## src/rtl/serial_add_arb.sv

```systemverilog
// -----------------------------------------------------------------------------
// serial_add_arb
//   Two requesters share one bit-serial adder built from a single 1-bit full
//   adder. A round-robin arbiter picks a requester in IDLE. The adder then
//   produces one result bit per cycle, LSB first, over WIDTH cycles. DONE
//   presents the result for one cycle.
//
// Ports
//   clk            single clock, rising edge
//   rst            synchronous, active-high reset
//   req0/req1      level requests, held until the matching grant
//   a0,b0,cin0     requester 0 operands and carry-in
//   a1,b1,cin1     requester 1 operands and carry-in
//   gnt0/gnt1      one-cycle accept pulse (first ADD cycle)
//   busy           controller not in IDLE
//   done           one-cycle result-valid pulse
//   done_id        requester owning the presented result
//   sum, cout      result and carry out of bit WIDTH-1
// -----------------------------------------------------------------------------
module serial_add_arb #(
  parameter int WIDTH = 8
) (
  input  logic             clk,
  input  logic             rst,
  input  logic             req0,
  input  logic [WIDTH-1:0] a0,
  input  logic [WIDTH-1:0] b0,
  input  logic             cin0,
  input  logic             req1,
  input  logic [WIDTH-1:0] a1,
  input  logic [WIDTH-1:0] b1,
  input  logic             cin1,
  output logic             gnt0,
  output logic             gnt1,
  output logic             busy,
  output logic             done,
  output logic             done_id,
  output logic [WIDTH-1:0] sum,
  output logic             cout
);

  localparam int CW = (WIDTH > 2) ? $clog2(WIDTH) : 1;

  typedef enum logic [1:0] {
    ST_IDLE = 2'd0,
    ST_ADD  = 2'd1,
    ST_DONE = 2'd2
  } state_t;

  state_t           r_state;
  state_t           w_state_next;

  logic [WIDTH-1:0] r_a;
  logic [WIDTH-1:0] r_b;
  logic [WIDTH-1:0] r_sum;
  logic [CW-1:0]    r_cnt;
  logic             r_carry;
  logic             r_id;
  logic             r_last;
  logic             r_gnt0;
  logic             r_gnt1;
  logic             r_cout;
  logic             r_done_id;

  logic             w_req_any;
  logic             w_win1;
  logic             w_last_bit;
  logic             w_sum_bit;
  logic             w_carry_bit;

  assign w_req_any  = req0 | req1;
  // Requester 1 wins when alone, or on a tie when requester 0 was served last.
  assign w_win1     = req1 & (~req0 | ~r_last);
  assign w_last_bit = (r_cnt == CW'(WIDTH - 1));

  // The one shared full adder. The operand registers shift right, so the
  // current bit is always at position 0.
  assign w_sum_bit   = r_a[0] ^ r_b[0] ^ r_carry;
  assign w_carry_bit = (r_a[0] & r_b[0]) | (r_a[0] & r_carry) | (r_b[0] & r_carry);

  // State register
  always_ff @(posedge clk) begin
    if (rst) begin
      r_state <= ST_IDLE;
    end else begin
      r_state <= w_state_next;
    end
  end

  // Next-state logic
  always_comb begin
    w_state_next = r_state;
    case (r_state)
      ST_IDLE: if (w_req_any)  w_state_next = ST_ADD;
      ST_ADD:  if (w_last_bit) w_state_next = ST_DONE;
      ST_DONE: w_state_next = ST_IDLE;
      default: w_state_next = ST_IDLE;
    endcase
  end

  // Datapath and arbitration state
  always_ff @(posedge clk) begin
    if (rst) begin
      r_a       <= '0;
      r_b       <= '0;
      r_sum     <= '0;
      r_cnt     <= '0;
      r_carry   <= 1'b0;
      r_id      <= 1'b0;
      r_last    <= 1'b1;
      r_gnt0    <= 1'b0;
      r_gnt1    <= 1'b0;
      r_cout    <= 1'b0;
      r_done_id <= 1'b0;
    end else begin
      r_gnt0 <= 1'b0;
      r_gnt1 <= 1'b0;
      case (r_state)
        ST_IDLE: begin
          if (w_req_any) begin
            r_a     <= w_win1 ? a1 : a0;
            r_b     <= w_win1 ? b1 : b0;
            r_carry <= w_win1 ? cin1 : cin0;
            r_id    <= w_win1;
            r_last  <= w_win1;
            r_cnt   <= '0;
            r_gnt0  <= ~w_win1;
            r_gnt1  <= w_win1;
          end
        end
        ST_ADD: begin
          r_sum[r_cnt] <= w_sum_bit;
          r_carry      <= w_carry_bit;
          r_a          <= r_a >> 1;
          r_b          <= r_b >> 1;
          r_cnt        <= r_cnt + CW'(1);
          // cout and done_id change only when a result completes, so they
          // keep the previous result through the next operation's ADD phase.
          if (w_last_bit) begin
            r_cout    <= w_carry_bit;
            r_done_id <= r_id;
          end
        end
        default: begin
        end
      endcase
    end
  end

  assign gnt0    = r_gnt0;
  assign gnt1    = r_gnt1;
  assign busy    = (r_state != ST_IDLE);
  assign done    = (r_state == ST_DONE);
  assign done_id = r_done_id;
  assign sum     = r_sum;
  assign cout    = r_cout;

endmodule

```

## config.mk

```make
export PLATFORM = sky130hd
export DESIGN_NAME = serial_add_arb
export DESIGN_NICKNAME = d
export VERILOG_FILES = /design/src/rtl/serial_add_arb.sv
export SDC_FILE = /design/constraint.sdc
export NUM_CORES = 1
export LEC_CHECK = 0
export CORE_ASPECT_RATIO = 1.4
export CORE_MARGIN = 2
export CORE_UTILIZATION = 39
export CTS_BUF_LIST = sky130_fd_sc_hd__clkbuf_4 sky130_fd_sc_hd__clkbuf_8
export CTS_CLUSTER_DIAMETER = 30
export DETAILED_ROUTE_END_ITERATION = 12
export GPL_TIMING_DRIVEN = 0
export PLACE_DENSITY = 0.7
export RECOVER_POWER = 50
export SLEW_MARGIN = 10
export SYNTH_ARGS = -nofsm -noshare
export SYNTH_HDL_FRONTEND = slang
export SYNTH_SLANG_ARGS = --single-unit
```

## constraint.sdc

```tcl
create_clock -name clk -period 1.3 [get_ports clk]
set_input_delay 0.195 -clock clk [delete_from_list [all_inputs] [get_ports clk]]
set_output_delay 0.195 -clock clk [all_outputs]
set_load 0.05 [all_outputs]
```

After elaboration in Yosys (flattened, before gate mapping)
Index checks and enable logic that the tools add are counted.
{"block": "totals", "out_inout_bits": 14, "in_bits": 38, "elab_cells": 61, "reg_bits": 36}
{"block": "op_classes", "add_sub_neg": 1, "n_mux": 17, "n_lt_le_gt_ge": 2, "bitwise": 15, "reduce_logical": 9, "eq_ne": 5}
{"operator": "$mux W8", "n": 4}
{"operator": "$pmux W8 S2", "n": 2}
{"operator": "$bwmux W8", "n": 1}
{"operator": "$reduce_and A2 Y1", "n": 4}
{"operator": "$pmux W3 S2", "n": 1}
{"operator": "$not A1 Y1", "n": 5}
{"operator": "$and A1 B1 Y1", "n": 4}
{"operator": "$lt A3 B4 Y1 const B", "n": 1}
{"operator": "$mux W2", "n": 2}
{"operator": "$ne A2 B2 Y1 const B", "n": 2}
{"operator": "$or A1 B1 Y1", "n": 4}
{"operator": "$pmux W2 S2", "n": 1}
{"operator": "$reduce_bool A2 Y1", "n": 2}
{"operator": "$add A3 B1 Y3 const B", "n": 1}
{"operator": "$demux W1 S3", "n": 1}
{"operator": "$eq A3 B3 Y1 const B", "n": 1}
{"operator": "$ge A3 B1 Y1 const B", "n": 1}
{"operator": "$mux W1", "n": 3}
{"operator": "$mux W3", "n": 1}
{"operator": "$reduce_or A3 Y1", "n": 1}
{"operator": "$eq A2 B1 Y1 const B", "n": 1}
{"operator": "$eq A2 B2 Y1 const B", "n": 1}
{"operator": "$logic_not A2 Y1", "n": 1}
{"operator": "$pmux W1 S2", "n": 1}
{"operator": "2 further kinds", "n": 3}

Logic depth before layout (Yosys ltp)
{"block": "depth", "word_depth": 6, "depth_mapped": 6, "mapped_depth_nobuf": 5}

Worst setup path after synthesis
OpenSTA, ideal clock, no wires.
{"block": "synth_timing", "kind": "register to output", "from": "register r_state[1]", "to": "output port done", "arrival_time_ps": 1364, "n_path_buf": 1, "path_stages_with_launch": 3, "required_ps": 1105, "slack_ps": -259, "cell_sequence": "dfxtp_1 clkbuf_1 nor2b_1"}
{"block": "synth_via", "elab_chain_cells": 1}
{"element": "start: declaration", "line": "50", "text": "state_t r_state;"}
{"element": "start signal: assignment", "line": "86", "text": "r_state <= w_state_next;"}
{"element": "$eq A2 B2 Y1", "line": "153", "text": "assign done = (r_state == ST_DONE);"}
{"element": "end: declaration", "line": "36", "text": "output logic done,"}
Every way passes these cells.

Worst setup path in the final report
{"block": "layout_timing", "from": "register r_state[1]", "to": "register r_b[5]"}
{"block": "layout_via", "elab_chain_cells": 3, "word_cells_on_any_way": 6, "cone_classes": "eq/ne: 2; mux: 1; reduce/logical: 3"}
{"element": "$eq A2 B1 Y1 / $logic_not A2 Y1 (equally long branches)", "line": "118", "text": "case (r_state)"}
{"element": "$reduce_bool A2 Y1 (no line) / $ne A2 B2 Y1 (equally long branches)"}
{"element": "$reduce_and A2 Y1 (no line)"}
{"element": "end signal: assignment", "line": "122", "text": "r_b <= w_win1 ? b1 : b0;"}
{"element": "end signal: assignment", "line": "135", "text": "r_b <= r_b >> 1;"}
{"element": "end: declaration", "line": "54", "text": "logic [WIDTH-1:0] r_b;"}
Several ways; a longest one is shown, not always the timed one.
A chain may end at the register's enable or synchronous reset.

==> run metrics <==
combinational fraction of design power=23.3%; final-stage net count=319; setup violators final=19; adder and majority cell fraction of the synthesized area=2.37%; total number of H-tree levels=2; Avg Inst Size Synth=9.13 µm²; top-level port count=52; number of failing hold endpoints at the final stage=0; sum of buffers and inverters on the critical path=3; largest net degree at the start of global routing=11; share of cell area taken by muxes after synthesis=9.49%; Initial DRC Count=83; vias per cell=5.39; crit-path cells=nor2_4, inv_6, or3_4, buf_6, buf_8, o22ai_1; cells after synthesis=208; Finished Core Util=61.8%; fraction of layout instances using a drive strength above 1=36.0%; GRT Util Overall=19.3%; CTS tree=built; setup ws final=-70.1 ps; largest family of logic cells by synthesized area=simple AND/OR/NAND/NOR gates; period utilisation layout=105%; result of the run=finished with violations; cell at the slowest stage of the critical path=dfxtp_4; flops & latches, synth=36; Min Clock Period, post-route=1370 ps; Synth Area in XOR/XNOR=0%; maximum VDD drop=0.000555 V; count of unresolved DRC violations after routing=0; hold_ws=315 ps; total wire length=5110 µm; buffer cell driving the clock tree root=clkbuf_8; grt met2 use=35.5%; TritonRoute pass-1 iters=4; Clock Pin Slew Worst Setup and Hold Paths=70 ps; worst min-delay path class=input port to register; antenna fix cells=0; number of global-route vias before repair=1801; relative slew slack=61.3%; post-detailed-route count of antenna-violating nets=0; sequential share of the synthesized area=37.9%; number of nets in the synthesized netlist=249; area fraction in and, or, nand and nor cells after synthesis=24.4%; placeable core region=4770 µm²; classification of the worst setup path=register to register; area of the multi-input gates=1280 µm²; part of the total power dissipated in sequential elements=47.0%; Crit path required time=1520 ps; area delta synth->final=55.1%; crit-path max cell delay=370 ps; wire length of the first global-routing pass=8250 µm; cell area after synthesis=1900 µm²; Tot Pwr=2.61 mW; floorplan die area=5450 µm²; post-place instance area=2490 µm²; die boundary width=63.0 µm; Sink Count=36; layout filler cell count=430; internal power=1.87 mW; failing checks=negative setup slack; Clock Skews=5.85 ps; total grt overflow=0; Core Rows=30; hpwl dp=3280 µm; busiest grt layer=met2; number of buffers inserted during clock tree synthesis=5; antenna violations before repair=0; area of all placed cells without fillers=2950 µm²; Clk network pwr share=29.7%; routing usage on met3=3.25%; maxcap violations=0; kind of cell adding the most delay to the critical path=simple AND/OR/NAND/NOR gates; Reg area=736 µm²; register-to-register setup slack=-70 ps; maximum fanout encountered on the critical timing path=10; clock latency on the worst-skew pair=290 ps; RSZ-0062 raised after global routing=true; transition time at the pin with the least slew margin=580 ps; average routed wire per standard cell=14.9 µm; Yosys warning count=0; synthesized-area fraction occupied by ao, oa, aoi and oai cells=20.4%; Setup crit end kind=register; Leak Pwr=1.12 nW; final estimated routing congestion in global placement=0.790; Pins Over Slew Limit=0; Max Clock Freq=730 MHz; switching portion of total power=28.4%; effective utilization at floorplan=39.8%; Post-CTS Hold Fix Bufs=0; Critical Path AT=1590 ps; detailed-route via count=1842; power density relative to cell area=886 nW/µm²; M1 GR Usage=21.1%; height of the chip=86.6 µm; power spent charging and discharging nets=0.741 mW; maximum clock insertion buffer count=2; Netlist cell types=37; Port Buffers=50; kind of start point of the critical path=register
placed cells by master, fill, tap and decap left out, drive strengths merged, types with 3 or more instances in the layout:
| cell | netlist | layout |
|---|---|---|
| a211oi | 15 | 15 |
| and3b | 16 | 16 |
| dfxtp | 36 | 36 |
| clkdlybuf4s50 | 0 | 34 |
| o211ai | 3 | 3 |
| nor2b | 5 | 5 |
| clkdlybuf4s15 | 0 | 10 |
| buf | 7 | 21 |
| nand2 | 6 | 6 |
| clkbuf | 11 | 20 |
| a21oi | 13 | 13 |
| o22ai | 15 | 15 |
| inv | 3 | 3 |
| o21ai | 7 | 7 |
| nor2 | 8 | 8 |
| nand3 | 9 | 9 |
| and2 | 16 | 16 |
| mux2i | 18 | 18 |
state kept, by name, indices dropped and copies added (netlist names):
| signal | count |
|---|---|
| sum | 8 |
| gnt0 | 1 |
| r_id | 1 |
| r_cnt | 3 |
| gnt1 | 1 |
| r_carry | 1 |
| r_last | 1 |
| r_a | 8 |
| r_state | 2 |
| r_b | 8 |
| done_id | 1 |
| cout | 1 |
cells by family (layout without fill, tap and decap cells):
| family | after synthesis | after routing |
|---|---|---|
| buffers and inverters | 21 | 91 |
| DFF | 36 | 36 |
| adders and majority gates | 3 | 3 |
| muxes | 18 | 18 |
| and+or+nand+nor | 70 | 70 |
| AOI/OAI and AO/OA | 60 | 60 |
routing by layer:
| metal | up-vias | wire, µm | part of all wire (%) |
|---|---|---|---|
| li1 | 903 | - | - |
| met1 | 878 | 2000 | 39 |
| met2 | 47 | 2790 | 55 |
| met3 | 14 | 153 | 3.0 |
| met4 | 0 | 156 | 3.1 |
| met5 | - | 0 | 0 |
worst paths after layout:
path | start | to | cells past startpoint
max | r_state[1]$_SDFFE_PP0P_ | r_b[5]$_SDFFE_PP0P_ | 6
min | rst | r_a[0]$_SDFFE_PP0P_ | 2
max reg2reg | r_state[1]$_SDFFE_PP0P_ | r_b[5]$_SDFFE_PP0P_ | 6
min reg2reg | done_id$_SDFFE_PP0P_ | done_id$_SDFFE_PP0P_ | 2
metrics by stage:
stage / setup TNS, ps / setup slack (ps) / instances
floorplan: -219 / -24.4 / 208
global placement: -11790 / -618 / 322
detailed placement: -12000 / -646 / 322
CTS: -607 / -74.6 / 337
global route: -1560 / -97.0 / 342
finish: -779 / -70.1 / 342
area by class of cell:
cell class              count  area share [%]
clock inverters             1           0.170
flip-flops and latches     36            25.0
plain buffers              17            4.89
multi-input cells         151            43.5
clock buffers               6            2.59
repair buffers             64            20.6
well taps                  64            2.72
inverters                   3           0.552
power groups by stage:
| stage | Clock [mW] | Sequential (mW) | Combinational [mW] |
|---|---|---|---|
| 2_1_floorplan | 0 | 1.26 | 0.276 |
| 3_3_place_gp | 0 | 1.24 | 0.492 |
| 3_5_place_dp | 0 | 1.24 | 0.497 |
| 4_1_cts | 0.791 | 1.22 | 0.570 |
| 5_1_grt | 0.848 | 1.23 | 0.651 |
| 6_report | 0.776 | 1.23 | 0.608 |
synthesized netlist by cell type:
master    number  area share, %
a211oi_1      15            5.9
a21boi_0       1           0.40
a21oi_1       13            3.4
a221o_1        1           0.53
and2_1        16            5.3
and2b_1        1           0.40
and3b_1        6            2.8
and3b_2       10            5.3
buf_1          2           0.40
buf_2          3           0.79
buf_6          1           0.59
buf_8          1           0.79
clkbuf_1      11            2.2
dfxtp_1       36             38
fa_1           1            1.1
ha_1           2            1.3
inv_1          2           0.40
inv_2          1           0.20
mux2i_1       18            9.5
nand2_1        6            1.2
nand2b_1       2           0.66
nand3_1        9            2.4
nand3b_1       2           0.79
nor2_1         7            1.4
nor2_4         1           0.59
nor2b_1        5            1.6
nor3_2         1           0.53
nor3b_1        1           0.40
o211ai_1       3            1.2
o21ai_0        7            1.8
o22a_1         1           0.46
o22ai_1       15            4.9
o31ai_1        2           0.79
o32ai_1        2           0.92
or2b_1         1           0.40
or3_1          1           0.33
or3b_2         1           0.46
what timing repair did:
action / 4_1_cts / 5_1_grt
hold endpoints to repair: 0 / 0
buffers inserted: 6 / 5
gates cloned: 2 / 1
pin swaps: 4 / 10
gates resized for setup: 92 / 36
setup endpoints to repair: 44 / 32
Note: power is estimated with default switching activity, not from simulation.
==> RTL change: new RTL, same flow settings <==
The 3 states of `state_t` get a one-hot encoding in 3 bits.
--- a/src/rtl/serial_add_arb.sv
+++ b/src/rtl/serial_add_arb.sv
@@ -42,8 +42,8 @@
   localparam int CW = (WIDTH > 2) ? $clog2(WIDTH) : 1;
 
-  typedef enum logic [1:0] {
-    ST_IDLE = 2'd0,
-    ST_ADD  = 2'd1,
-    ST_DONE = 2'd2
+  typedef enum logic [2:0] {
+    ST_IDLE = 3'b001,
+    ST_ADD  = 3'b010,
+    ST_DONE = 3'b100
   } state_t;
 
Behaviour: no difference found for any inputs over 10 cycles, from zero or initial values and one cycle with rst high; not proved beyond that.
==> RTL change against the unedited design <==
- the run still ends with negative setup slack left
- combinational power rose by 68%
- total power up 26%
- design area about the same
- sequential cell count rose by 1
- synthesized area down 10%
- routed wire length increased by 2.8%
- utilization rose by 8.3 points
- non-clock buffer count up 4
- critical endpoint is now r_a[7]$_SDFFE_PP0P_
- largest power group unchanged
- sequential power increased by 7%
- setup slack worse by 0.053 ns
==> RTL change: results <==
set metrics [dict create \
    path_max_fanout 6 \
    power_switching_uw 950 \
    drt_iter0_markers 98 \
    antenna_found_initial 0 \
    wl_per_cell_um 16.7 \
    slowest_delay_ns 0.37 \
    arrival_ns 1.57 \
    drive_gt1_frac 0.441 \
    grt_start_max_net_pins 12 \
    synth_common_cells "dfxtp_1 (37), nand2_1 (23), nor2_1 (20)" \
    finClkSkew_ns 0.00623 \
    root_buffer "clkbuf_8" \
    place.gp.congestion 0.764 \
    grtUsageMet1 0.224 \
    met2_usage 0.378 \
    clkLatencyLatePin_ns 0.29 \
    holdCritPathClass "in -> reg" \
    ys_async_sr_fraction 0 \
    violations "negative setup slack" \
    leakage_nw 1.16 \
    seq_area_frac_synth 0.435 \
    pre_cts_ws_ns -0.706 \
    yosys_warnings 0 \
    netlist_top_cells_area "dfxtp_1 (44%), mux2_2 (9.9%), a21oi_1 (5.6%)" \
    synth_nets 230 \
    ir_worst_vdd_mv 0.849 \
    ys_types 32 \
    slew_headroom 0.609 \
    grt_pass1_wl_mm 7.55 \
    htreeDepth 2 \
    fin_nets 311 \
    status "finished, violations left" \
    grt_use_total 0.206 \
    fillers 307 \
    place_hpwl_mm 2.87 \
    first_pass_iters 4 \
    vias 1746 \
    ctsLongestPathBuffers 2 \
    path_clk_slew_ns 0.07 \
    met3_usage 0.0576 \
    io_buffers 50 \
    setup_tns_ns -1.96 \
    worst_slack_ns -0.123 \
    setup_viol 33 \
    antenna_cells 0 \
    cts_buffers 5 \
    crit_slowest_cell "dfxtp_4" \
]
==> RTL change: cell families (layout without fill, tap and decap cells) <==
family          count (synthesis)  count (layout)  synth area share
flops                          37              37             0.435
mux                            21              21             0.135
compound gates                 42              42             0.156
simple gates                   74              74             0.215
fa+ha+maj                       3               3            0.0265
buf+inv                        12              93            0.0323
==> RTL change: layout make-up <==
cell class	count	area, um^2	area share
timing repair buffer	75	795	0.270
sequential	37	761	0.258
multi-input combinational	140	1140	0.386
clock buffer	5	68.8	0.0233
buffer	10	87.6	0.0297
inverter	1	6.26	0.00212
clock inverter	2	35.0	0.0119
tap	45	56.3	0.0191
==> RTL change: power by group through the flow <==
stage | logic [mW] | registers [mW] | clock network, mW
after floorplan | 0.392 | 1.32 | 0
after global placement | 0.617 | 1.32 | 0
after detailed placement | 0.619 | 1.32 | 0
after CTS | 0.857 | 1.30 | 0.977
after global routing | 1.09 | 1.32 | 1.02
final | 1.02 | 1.31 | 0.963
==> RTL change: per-layer routing <==
metal	vias to the layer above	share of wire
met5	-	0
met4	0	0.010
met3	6	0.046
met2	58	0.57
met1	845	0.37
li1	837	-
==> RTL change: repair_timing <==
| item | CTS | global route |
|---|---|---|
| setup buffers | 14 | 9 |
| hold buffers | 0 | 0 |
| endpoints found under the setup margin | 48 | 40 |
| gates resized for setup | 95 | 44 |
| pin swaps | 14 | 14 |
| cloned | 1 | 1 |
==> RTL change: worst paths after layout <==
path / depth (start not counted) / slack (ns) / end / startpoint
setup / recovery: 6 / -0.12 / r_a[7]$_SDFFE_PP0P_ / r_state[1]$_SDFFE_PP0P_
hold / removal: 2 / 0.38 / r_state[0]$_SDFFE_PP1P_ / rst
setup reg to reg: 6 / -0.12 / r_a[7]$_SDFFE_PP0P_ / r_state[1]$_SDFFE_PP0P_
hold reg to reg: 2 / 0.47 / sum[4]$_SDFFE_PP0P_ / sum[4]$_SDFFE_PP0P_
==> RTL change: per-stage QoR <==
step	area (um^2)	hold slack (ns)	cells	power, mW
finish	2950	0.385	315	3.30
global route	2950	0.414	315	3.43
CTS	2720	0.360	306	3.13
detailed placement	2280	0.453	284	1.94
global placement	2280	0.446	284	1.93
floorplan	1720	0.337	189	1.71
==> RTL change: critical path: cells and delay by family (launching register included) <==
family                 cells  cell delay [ns]
flip-flops                 1             0.37
buffers and inverters      2             0.31
AO/OA/AOI/OAI              3             0.31
AND/OR/NAND/NOR            1             0.29
